## config.mk

```make
export PLATFORM = sky130hd
export DESIGN_NAME = mmio_gpio_bank_flat
export DESIGN_NICKNAME = d
export VERILOG_FILES = /design/src/rtl/mmio_gpio_bank_pkg.sv /design/src/rtl/mmio_gpio_bank_if.sv /design/src/rtl/mmio_gpio_bank_sync_chain.sv /design/src/rtl/mmio_gpio_bank.sv /design/src/flat_wrapper.sv
export SDC_FILE = /design/constraint.sdc
export NUM_CORES = 1
export LEC_CHECK = 0
export BUFFER_PORTS_ARGS = -buffer_cell sky130_fd_sc_hd__buf_4
export CAP_MARGIN = 15
export CELL_PAD_IN_SITES_DETAIL_PLACEMENT = 2
export CELL_PAD_IN_SITES_GLOBAL_PLACEMENT = 2
export CORE_ASPECT_RATIO = 1.75
export CORE_MARGIN = 8
export CORE_UTILIZATION = 40
export CTS_CLUSTER_SIZE = 16
export DETAILED_ROUTE_END_ITERATION = 8
export PLACE_DENSITY = 0.93
export SYNTH_ARGS = -nofsm -noshare
export SYNTH_HDL_FRONTEND = slang
export SYNTH_SLANG_ARGS = --single-unit
```

## constraint.sdc

```tcl
create_clock -name clk -period 8.8 [get_ports clk]
set_input_delay 0.44 -clock clk [delete_from_list [all_inputs] [get_ports clk]]
set_output_delay 0.44 -clock clk [all_outputs]
set_load 0.02 [all_outputs]
```

## src/rtl/mmio_gpio_bank_pkg.sv

```systemverilog
// rtl/mmio_gpio_bank_pkg.sv - shared types and constants for the GPIO bank
package gpio_bank_pkg;

   localparam int BUS_ADDR_W = 23;

   typedef enum logic [2:0] {
      OFF_LED   = 3'd0,
      OFF_SET   = 3'd1,
      OFF_CLR   = 3'd2,
      OFF_TOG   = 3'd3,
      OFF_SW    = 3'd4,
      OFF_CHG   = 3'd5,
      OFF_IRQEN = 3'd6,
      OFF_RSVD  = 3'd7
   } reg_off_t;

endpackage

```

## src/rtl/mmio_gpio_bank_if.sv

```systemverilog
// rtl/mmio_gpio_bank_if.sv - board bus signals between host and GPIO bank
interface mmio_gpio_bank_if
   import gpio_bank_pkg::*;
#(
   parameter int DATA_W = 16
) ();

   logic [BUS_ADDR_W:1] address;
   logic [DATA_W-1:0]   data_in;
   logic                write_enable;
   logic                read_enable;
   logic [DATA_W-1:0]   data_out;
   logic                read_valid;

   modport master (
      output address, data_in, write_enable, read_enable,
      input  data_out, read_valid
   );

   modport slave (
      input  address, data_in, write_enable, read_enable,
      output data_out, read_valid
   );

endinterface

```

## src/rtl/mmio_gpio_bank_sync_chain.sv

```systemverilog
// rtl/mmio_gpio_bank_sync_chain.sv - multi-flop synchroniser for asynchronous inputs
module sync_chain #(
   parameter int WIDTH  = 16,
   parameter int STAGES = 2
) (
   input  logic             clk,
   input  logic             reset,
   input  logic [WIDTH-1:0] d,
   output logic [WIDTH-1:0] q
);

   logic [WIDTH-1:0] stage [STAGES];

   always_ff @(posedge clk or posedge reset) begin
      if (reset) begin
         for (int i = 0; i < STAGES; i++) begin
            stage[i] <= '0;
         end
      end else begin
         stage[0] <= d;
         for (int i = 1; i < STAGES; i++) begin
            stage[i] <= stage[i-1];
         end
      end
   end

   assign q = stage[STAGES-1];

endmodule

```

## src/rtl/mmio_gpio_bank.sv

```systemverilog
// rtl/mmio_gpio_bank.sv - memory-mapped LED/switch GPIO bank with sticky change interrupts
module mmio_gpio_bank
   import gpio_bank_pkg::*;
#(
   parameter logic [BUS_ADDR_W:1] BASE_ADDR   = 23'h123450,
   parameter int                  DATA_W      = 16,
   parameter int                  GPIO_W      = 16,
   parameter int                  SYNC_STAGES = 2
) (
   input  logic                clk,
   input  logic                reset,
   mmio_gpio_bank_if.slave     bus,
   input  logic [GPIO_W-1:0]   switches,
   output logic [GPIO_W-1:0]   led,
   output logic                irq
);

   localparam int WARM_MAX = SYNC_STAGES + 1;
   localparam int CNT_W    = $clog2(WARM_MAX + 1);

   logic              hit;
   logic              wr;
   logic              rd;
   reg_off_t          off;
   logic [GPIO_W-1:0] wdata;

   logic [GPIO_W-1:0] irq_en;
   logic [GPIO_W-1:0] sw_sync;
   logic [GPIO_W-1:0] sw_prev;
   logic [GPIO_W-1:0] sw_chg;
   logic [GPIO_W-1:0] chg_masked;
   logic [GPIO_W-1:0] w1c_mask;
   logic [CNT_W-1:0]  warm_cnt;
   logic              warm_done;

   logic [DATA_W-1:0] rd_data;
   logic [DATA_W-1:0] data_out_q;
   logic              read_valid_q;

   assign hit   = (bus.address[BUS_ADDR_W:4] == BASE_ADDR[BUS_ADDR_W:4]);
   assign off   = reg_off_t'(bus.address[3:1]);
   assign wr    = bus.write_enable & hit;
   assign rd    = bus.read_enable & hit;
   assign wdata = bus.data_in[GPIO_W-1:0];

   always_ff @(posedge clk or posedge reset) begin
      if (reset) begin
         led <= '0;
      end else if (wr) begin
         case (off)
            OFF_LED: led <= wdata;
            OFF_SET: led <= led | wdata;
            OFF_CLR: led <= led & ~wdata;
            OFF_TOG: led <= led ^ wdata;
            default: ;
         endcase
      end
   end

   always_ff @(posedge clk or posedge reset) begin
      if (reset) begin
         irq_en <= '0;
      end else if (wr && off == OFF_IRQEN) begin
         irq_en <= wdata;
      end
   end

   sync_chain #(
      .WIDTH  (GPIO_W),
      .STAGES (SYNC_STAGES)
   ) u_sync (
      .clk   (clk),
      .reset (reset),
      .d     (switches),
      .q     (sw_sync)
   );

   // Change detection stays masked until the chain and sw_prev hold real samples,
   // so switches held during reset do not register as edges.
   always_ff @(posedge clk or posedge reset) begin
      if (reset) begin
         warm_cnt <= '0;
         sw_prev  <= '0;
      end else begin
         sw_prev <= sw_sync;
         if (!warm_done) begin
            warm_cnt <= warm_cnt + CNT_W'(1);
         end
      end
   end

   assign warm_done  = (warm_cnt == CNT_W'(WARM_MAX));
   assign chg_masked = warm_done ? (sw_sync ^ sw_prev) : '0;
   assign w1c_mask   = (wr && off == OFF_CHG) ? wdata : '0;

   // A new change in the same cycle as its clear keeps the bit set.
   always_ff @(posedge clk or posedge reset) begin
      if (reset) begin
         sw_chg <= '0;
      end else begin
         sw_chg <= (sw_chg & ~w1c_mask) | chg_masked;
      end
   end

   assign irq = |(sw_chg & irq_en);

   always_comb begin
      rd_data = '0;
      case (off)
         OFF_LED:   rd_data[GPIO_W-1:0] = led;
         OFF_SW:    rd_data[GPIO_W-1:0] = sw_sync;
         OFF_CHG:   rd_data[GPIO_W-1:0] = sw_chg;
         OFF_IRQEN: rd_data[GPIO_W-1:0] = irq_en;
         default:   rd_data = '0;
      endcase
   end

   always_ff @(posedge clk or posedge reset) begin
      if (reset) begin
         data_out_q   <= '0;
         read_valid_q <= 1'b0;
      end else begin
         read_valid_q <= rd;
         if (rd) begin
            data_out_q <= rd_data;
         end
      end
   end

   assign bus.data_out   = data_out_q;
   assign bus.read_valid = read_valid_q;

endmodule

```

## src/flat_wrapper.sv

```systemverilog
// flat-port wrapper written by rule: the top's interface ports become plain ports
module mmio_gpio_bank_flat import gpio_bank_pkg::*;
#(
   parameter logic [BUS_ADDR_W:1] BASE_ADDR   = 23'h123450,
   parameter int                  DATA_W      = 16,
   parameter int                  GPIO_W      = 16,
   parameter int                  SYNC_STAGES = 2
)
  (clk, reset, switches, led, irq, bus_address, bus_data_in, bus_write_enable, bus_read_enable, bus_data_out, bus_read_valid);
  mmio_gpio_bank_if #(.DATA_W(DATA_W)) bus_i ();
  input  logic clk;
  input  logic reset;
  input  logic [GPIO_W-1:0] switches;
  output logic [GPIO_W-1:0] led;
  output logic irq;
  input wire logic [$bits(bus_i.address)-1:0] bus_address;
  input wire logic [$bits(bus_i.data_in)-1:0] bus_data_in;
  input wire logic [$bits(bus_i.write_enable)-1:0] bus_write_enable;
  input wire logic [$bits(bus_i.read_enable)-1:0] bus_read_enable;
  output wire logic [$bits(bus_i.data_out)-1:0] bus_data_out;
  output wire logic [$bits(bus_i.read_valid)-1:0] bus_read_valid;
  assign bus_i.address = bus_address;
  assign bus_i.data_in = bus_data_in;
  assign bus_i.write_enable = bus_write_enable;
  assign bus_i.read_enable = bus_read_enable;
  assign bus_data_out = bus_i.data_out;
  assign bus_read_valid = bus_i.read_valid;
  mmio_gpio_bank #(.BASE_ADDR(BASE_ADDR), .DATA_W(DATA_W), .GPIO_W(GPIO_W), .SYNC_STAGES(SYNC_STAGES)) u_core (.clk(clk), .reset(reset), .bus(bus_i), .switches(switches), .led(led), .irq(irq));
endmodule
```

=== Word level (Yosys, flattened, before mapping) ===
Index checks and enable logic that the tools add are counted.

* Register bits after elaboration: 115
* Input bits: 59
* Output and inout bits: 34
* Logic and storage cells: 39

* Add/subtract/negate cells: 1
* Equal/unequal tests: 8
* Muxes and demuxes: 4
* Bitwise gates (word level): 11
* Reduce and logical (&&, ||, !) cells: 6

{| class="wikitable"
|+ Operators with widths
! kind !! number
|-
| 16-bit one-hot mux with 4 select lines || 2
|-
| 16-bit AND || 3
|-
| 16-bit two-way mux || 2
|-
| 16-bit NOT || 2
|-
| 16-bit OR || 2
|-
| 16-bit XOR || 2
|-
| 20-bit by 18-bit equality test with 1-bit output (second input constant) || 1
|-
| 16-bit OR reduction || 1
|-
| 3-bit equality test (second input constant) || 3
|-
| 3-bit by 2-bit equality test with 1-bit output (second input constant) || 2
|-
| 4-bit nonzero test || 1
|-
| 3-bit by 1-bit equality test with 1-bit output (second input constant) || 1
|-
| 3-bit zero test || 1
|-
| 2-bit by 1-bit adder with 2-bit output (second input constant) || 1
|-
| 1-bit AND || 2
|-
| 2-bit equality test (second input constant) || 1
|-
| 1-bit logical AND || 2
|-
| 2-bit AND reduction || 1
|}

=== Logic depth before layout (Yosys ltp) ===
* Depth after elaboration: 7
* Mapped depth: 6
* Gate-level depth less buffers: 6

=== By module ===
A second synthesis with hierarchy kept.

* Cell total of the unflattened synthesis: 504
* Area total of the unflattened synthesis: 5686.7 µm²

{| class="wikitable"
|+ By module, submodules not included
! module !! times used !! cells each !! area each (µm²)
|-
| mmio_gpio_bank || 1 || 455 || 4762.1
|-
| sync_chain || 1 || 49 || 924.6
|}

=== Worst setup path after synthesis ===
Ideal clock, no wire load.

* Path type: input -> register
* Start: input bus_address[8]
* End: register u_core.data_out_q[0] (netlist: u_core.bus.data_out[0])
* Setup time: 0.125 ns
* Arrival time: 1.869 ns
* Required time: 8.675 ns
* Setup slack: 6.806 ns
* Stages on the path: 6
* Cells stage by stage: nor4b_2 > nand4_2 > or3b_1 > buf_6 > buf_8 > mux2_4

* Cells in the longest elaborated chain, start to end: 2

{| class="wikitable"
|+ RTL lines
! what !! RTL line !! RTL
|-
| start: declaration || flat_wrapper.sv:16 || <nowiki>input wire logic [$bits(bus_i.address)-1:0] bus_address;</nowiki>
|-
| 20-bit by 18-bit equality test with 1-bit output || mmio_gpio_bank.sv:40 || <nowiki>assign hit = (bus.address[BUS_ADDR_W:4] == BASE_ADDR[BUS_ADDR_W:4]);</nowiki>
|-
| 1-bit AND || mmio_gpio_bank.sv:43 || <nowiki>assign rd = bus.read_enable & hit;</nowiki>
|-
| end signal: assignment || mmio_gpio_bank.sv:125 || <nowiki>data_out_q <= rd_data;</nowiki>
|-
| end: declaration || mmio_gpio_bank.sv:37 || <nowiki>logic [DATA_W-1:0] data_out_q;</nowiki>
|}

No other way between the ends.
A chain may end at the register's enable or synchronous reset.

=== Worst setup path after layout ===
* Start: input bus_address[8]
* End: register u_core.irq_en[0]

* Cells in the longest elaborated chain, start to end: 3

{| class="wikitable"
|+ RTL lines
! what !! RTL line !! RTL
|-
| 20-bit by 18-bit equality test with 1-bit output || mmio_gpio_bank.sv:40 ||
|-
| 1-bit AND || mmio_gpio_bank.sv:42 || <nowiki>assign wr = bus.write_enable & hit;</nowiki>
|-
| 1-bit logical AND || mmio_gpio_bank.sv:63 || <nowiki>end else if (wr && off == OFF_IRQEN) begin</nowiki>
|-
| end signal: assignment || mmio_gpio_bank.sv:64 || <nowiki>irq_en <= wdata;</nowiki>
|-
| end: declaration || mmio_gpio_bank.sv:27 || <nowiki>logic [GPIO_W-1:0] irq_en;</nowiki>
|}

No other way between the ends.

==> impl_metrics.env <==
export IMPL_cts_sinks=115
export IMPL_grt_setup_unrepaired="no"
export IMPL_netlist_area_um2=5660
export IMPL_yosysMostFrequentCell="dfrtp_1"
export IMPL_drv_slew=0
export IMPL_max_freq_mhz=298
export IMPL_async_reset_ff_share_pct=100
export IMPL_timing_setup_critical_path_class="in -> reg"
export IMPL_hold_path_class="in -> async"
export IMPL_grt_usage_pct=25.3
export IMPL_nets=678
export IMPL_syn_area_per_cell_um2=11.1
export IMPL_place_area_um2=6430
export IMPL_grt_pass1_vias=5515
export IMPL_antenna_cells=0
export IMPL_crit_path_max_fanout=36
export IMPL_status="complete, no violations"
export IMPL_cts_setup_buffers=0
export IMPL_drt_total_wl_mm=22.6
export IMPL_synth_seq_area_share_pct=50.8
export IMPL_dieArea_um2=18400
export IMPL_cts_tree="yes"
export IMPL_grt_pass1_wl_mm=34.9
export IMPL_cpLargestDelayFamily="simple AND/OR/NAND/NOR gates"
export IMPL_power_per_cell_area_nw_per_um2=193
export IMPL_cts_hold_buffers_added=0
export IMPL_comb_power_share_pct=7.9
export IMPL_timing_critical_path_arrival_ps=3650
export IMPL_io_buffer_count=92
export IMPL_synth_top_cells_by_count="dfrtp_1 (115), o21ai_0 (58), inv_1 (35)"
export IMPL_drv_cap=0
export IMPL_reg2reg_to="u_core.led[6]"
export IMPL_swShare_pct=24.3
export IMPL_worst_path_buf_inv=1
export IMPL_placed_cells=743
export IMPL_slowest_delay_ps=1230
export IMPL_synth_top_area_share_pct=50.8
export IMPL_die_w_um=106
export IMPL_overflow=0
export IMPL_antenna_found_initial=0
export IMPL_via_count=4616
export IMPL_clockBufferDepth=2
export IMPL_finalInstanceArea_um2=7040
export IMPL_leakage_nw=3.36
export IMPL_rows=57
export IMPL_setup_violations=0
export IMPL_seqPwrFrac_pct=40.3
export IMPL_critPathLaunch="bus_address[8]"
export IMPL_required_ps=9090
export IMPL_synthDistinctLibCells=37
export IMPL_gp_congestion=0.827
export IMPL_worstSkewPairLatency_ps=430
export IMPL_die_y_um=173
export IMPL_worstPathCellList="buf_4, nor4b_2, nand4_2, nand4bb_1, mux2_1"
export IMPL_switchingPower_uw=330
export IMPL_ant_nets=0
export IMPL_htreeDepth=4
export IMPL_drt_first_pass_iters=7
export IMPL_area_delta_synth_final_pct=24.3
export IMPL_tightestPinTransition_ps=1220
export IMPL_start_kind="input pin"
export IMPL_hpwl_mm=13.8
export IMPL_clkPwrFrac_pct=51.8
export IMPL_cts_made_buffers=17
export IMPL_synth_edf_count=0
export IMPL_worst_setup_path_end_kind="flip-flop"
export IMPL_fin_skew_ps=8.80
export IMPL_synth_warnings=0
export IMPL_cts_root_buffer="clkbuf_16"
export IMPL_final_cells=776
export IMPL_ys_flop_type="dfrtp_1"
export IMPL_initial_utilization_pct=40.9
export IMPL_syn_inst=508
export IMPL_fin_crit_ps=3360
export IMPL_via_per_inst=5.95
export IMPL_cp_depth=5
export IMPL_cpMaxStageDelayCell="nand4bb_1"
export IMPL_r2r_cells=6
export IMPL_grt_max_degree=85
export IMPL_hold_violations=0
export IMPL_synth_top_cell_by_area="dfrtp_1"
export IMPL_max_slew_margin_rel_pct=18.7
export IMPL_synthTopCellsByArea="dfrtp_1 (51%), ha_1 (7.3%), mux2i_1 (5.5%)"
export IMPL_regToRegSetupSlack_ps=7070
export IMPL_intPower_mw=1.03
export IMPL_cts_resized=0
export IMPL_io_pins=93
export IMPL_drive_gt1_share_pct=27.2
export IMPL_core_area_um2=13800
export IMPL_final_period_utilization_pct=38.2
export IMPL_synth_seq_cells=115
export IMPL_drt_iter0_drc=263
export IMPL_drc_errors=0
export IMPL_r2r_start="u_core.led[6]"
export IMPL_peakVddDrop_v=0.000155
export IMPL_critical_path_endpoint="u_core.irq_en[0]"
export IMPL_syn_nets=600
export IMPL_clk_pin_slew_ps=60
export IMPL_wire_per_inst_um=29.1
export IMPL_tns_ps=0
## worst register-to-register path, cell delays in order, from the launching register on
cell and delay [ps]:
dfrtp_1 570, inv_1 90, ha_1 300, mux2i_1 220, a22oi_1 130, o21ai_0 180, o21ai_1 80
## how the worst min path moves through the flow
stage / endpoint / depth (start not counted) / slack, ps
after floorplan: u_core.u_sync.q[0] / 0 / 330
after global placement: u_core.u_sync.q[2] / 0 / 330
after detailed placement: u_core.u_sync.q[15] / 0 / 340
after CTS: u_core.led[1] / 2 / 20
after global routing: u_core.led[1] / 2 / 40
final: u_core.led[1] / 2 / 20
## power by group through the flow
stage          logic, mW  clock network (mW)  registers [mW]
2_1_floorplan     0.0542                   0           0.554
3_3_place_gp      0.0920                   0           0.556
3_5_place_dp       0.101                   0           0.557
4_1_cts            0.106               0.713           0.548
5_1_grt            0.115               0.731           0.549
6_report           0.107               0.704           0.548
## layout by cell type, fill, tap and decap left out, types with 17 or more instances in the layout
cell type	n
nand2_1	34
mux2_2	22
buf_4	94
dfrtp_1	115
a22oi_1	24
ha_1	33
clkbuf_16	17
nand4_1	17
o21ai_0	58
mux2i_1	31
inv_1	34
## logic make-up after synthesis
| family | Yosys count | synth area share (%) |
|---|---|---|
| compound gates | 128 | 13.1 |
| xor+xnor | 17 | 2.63 |
| fa+ha+maj | 33 | 7.29 |
| buf+inv | 71 | 5.21 |
| flops | 115 | 50.8 |
| mux | 65 | 12.9 |
| simple gates | 79 | 8.08 |
## state kept, by name, summed over array words and instances (netlist names)
register and cells:
u_core.led 16, u_core.bus.data_out 16, u_core.irq_en 16, u_core.sw_prev 16
u_core.bus.read_valid 1, u_core.u_sync.stage 16, u_core.u_sync.q 16, u_core.warm_cnt 2
u_core.sw_chg 16
## final cells by class
class	instances	area (um2)
timing repair buffer	95	733
multi-input combinational	322	2490
clock inverter	11	135
sequential	115	2880
fill	1417	6790
tap	177	221
clock buffer	21	450
inverter	35	134
## metrics by stage
step | total power [mW] | hold slack, ps | setup slack [ps] | utilization [%]
after floorplan | 0.609 | 331 | 5320 | -
after global placement | 0.648 | 333 | 5350 | 46.5
after detailed placement | 0.658 | 337 | 5070 | 46.5
after CTS | 1.37 | 23.7 | 5460 | 50.7
after global routing | 1.40 | 39.9 | 5390 | 50.9
final | 1.36 | 19.7 | 5440 | 50.9
## per-layer routing
layer	global-route usage, %	vias to the layer above	part of all wire, %
met5	0	-	0
met1	27.0	2405	37
met4	15.4	0	5.1
met2	44.2	192	53
met3	5.06	73	4.8
li1	-	1946	-
No activity file was read; power rests on OpenSTA's default activity.
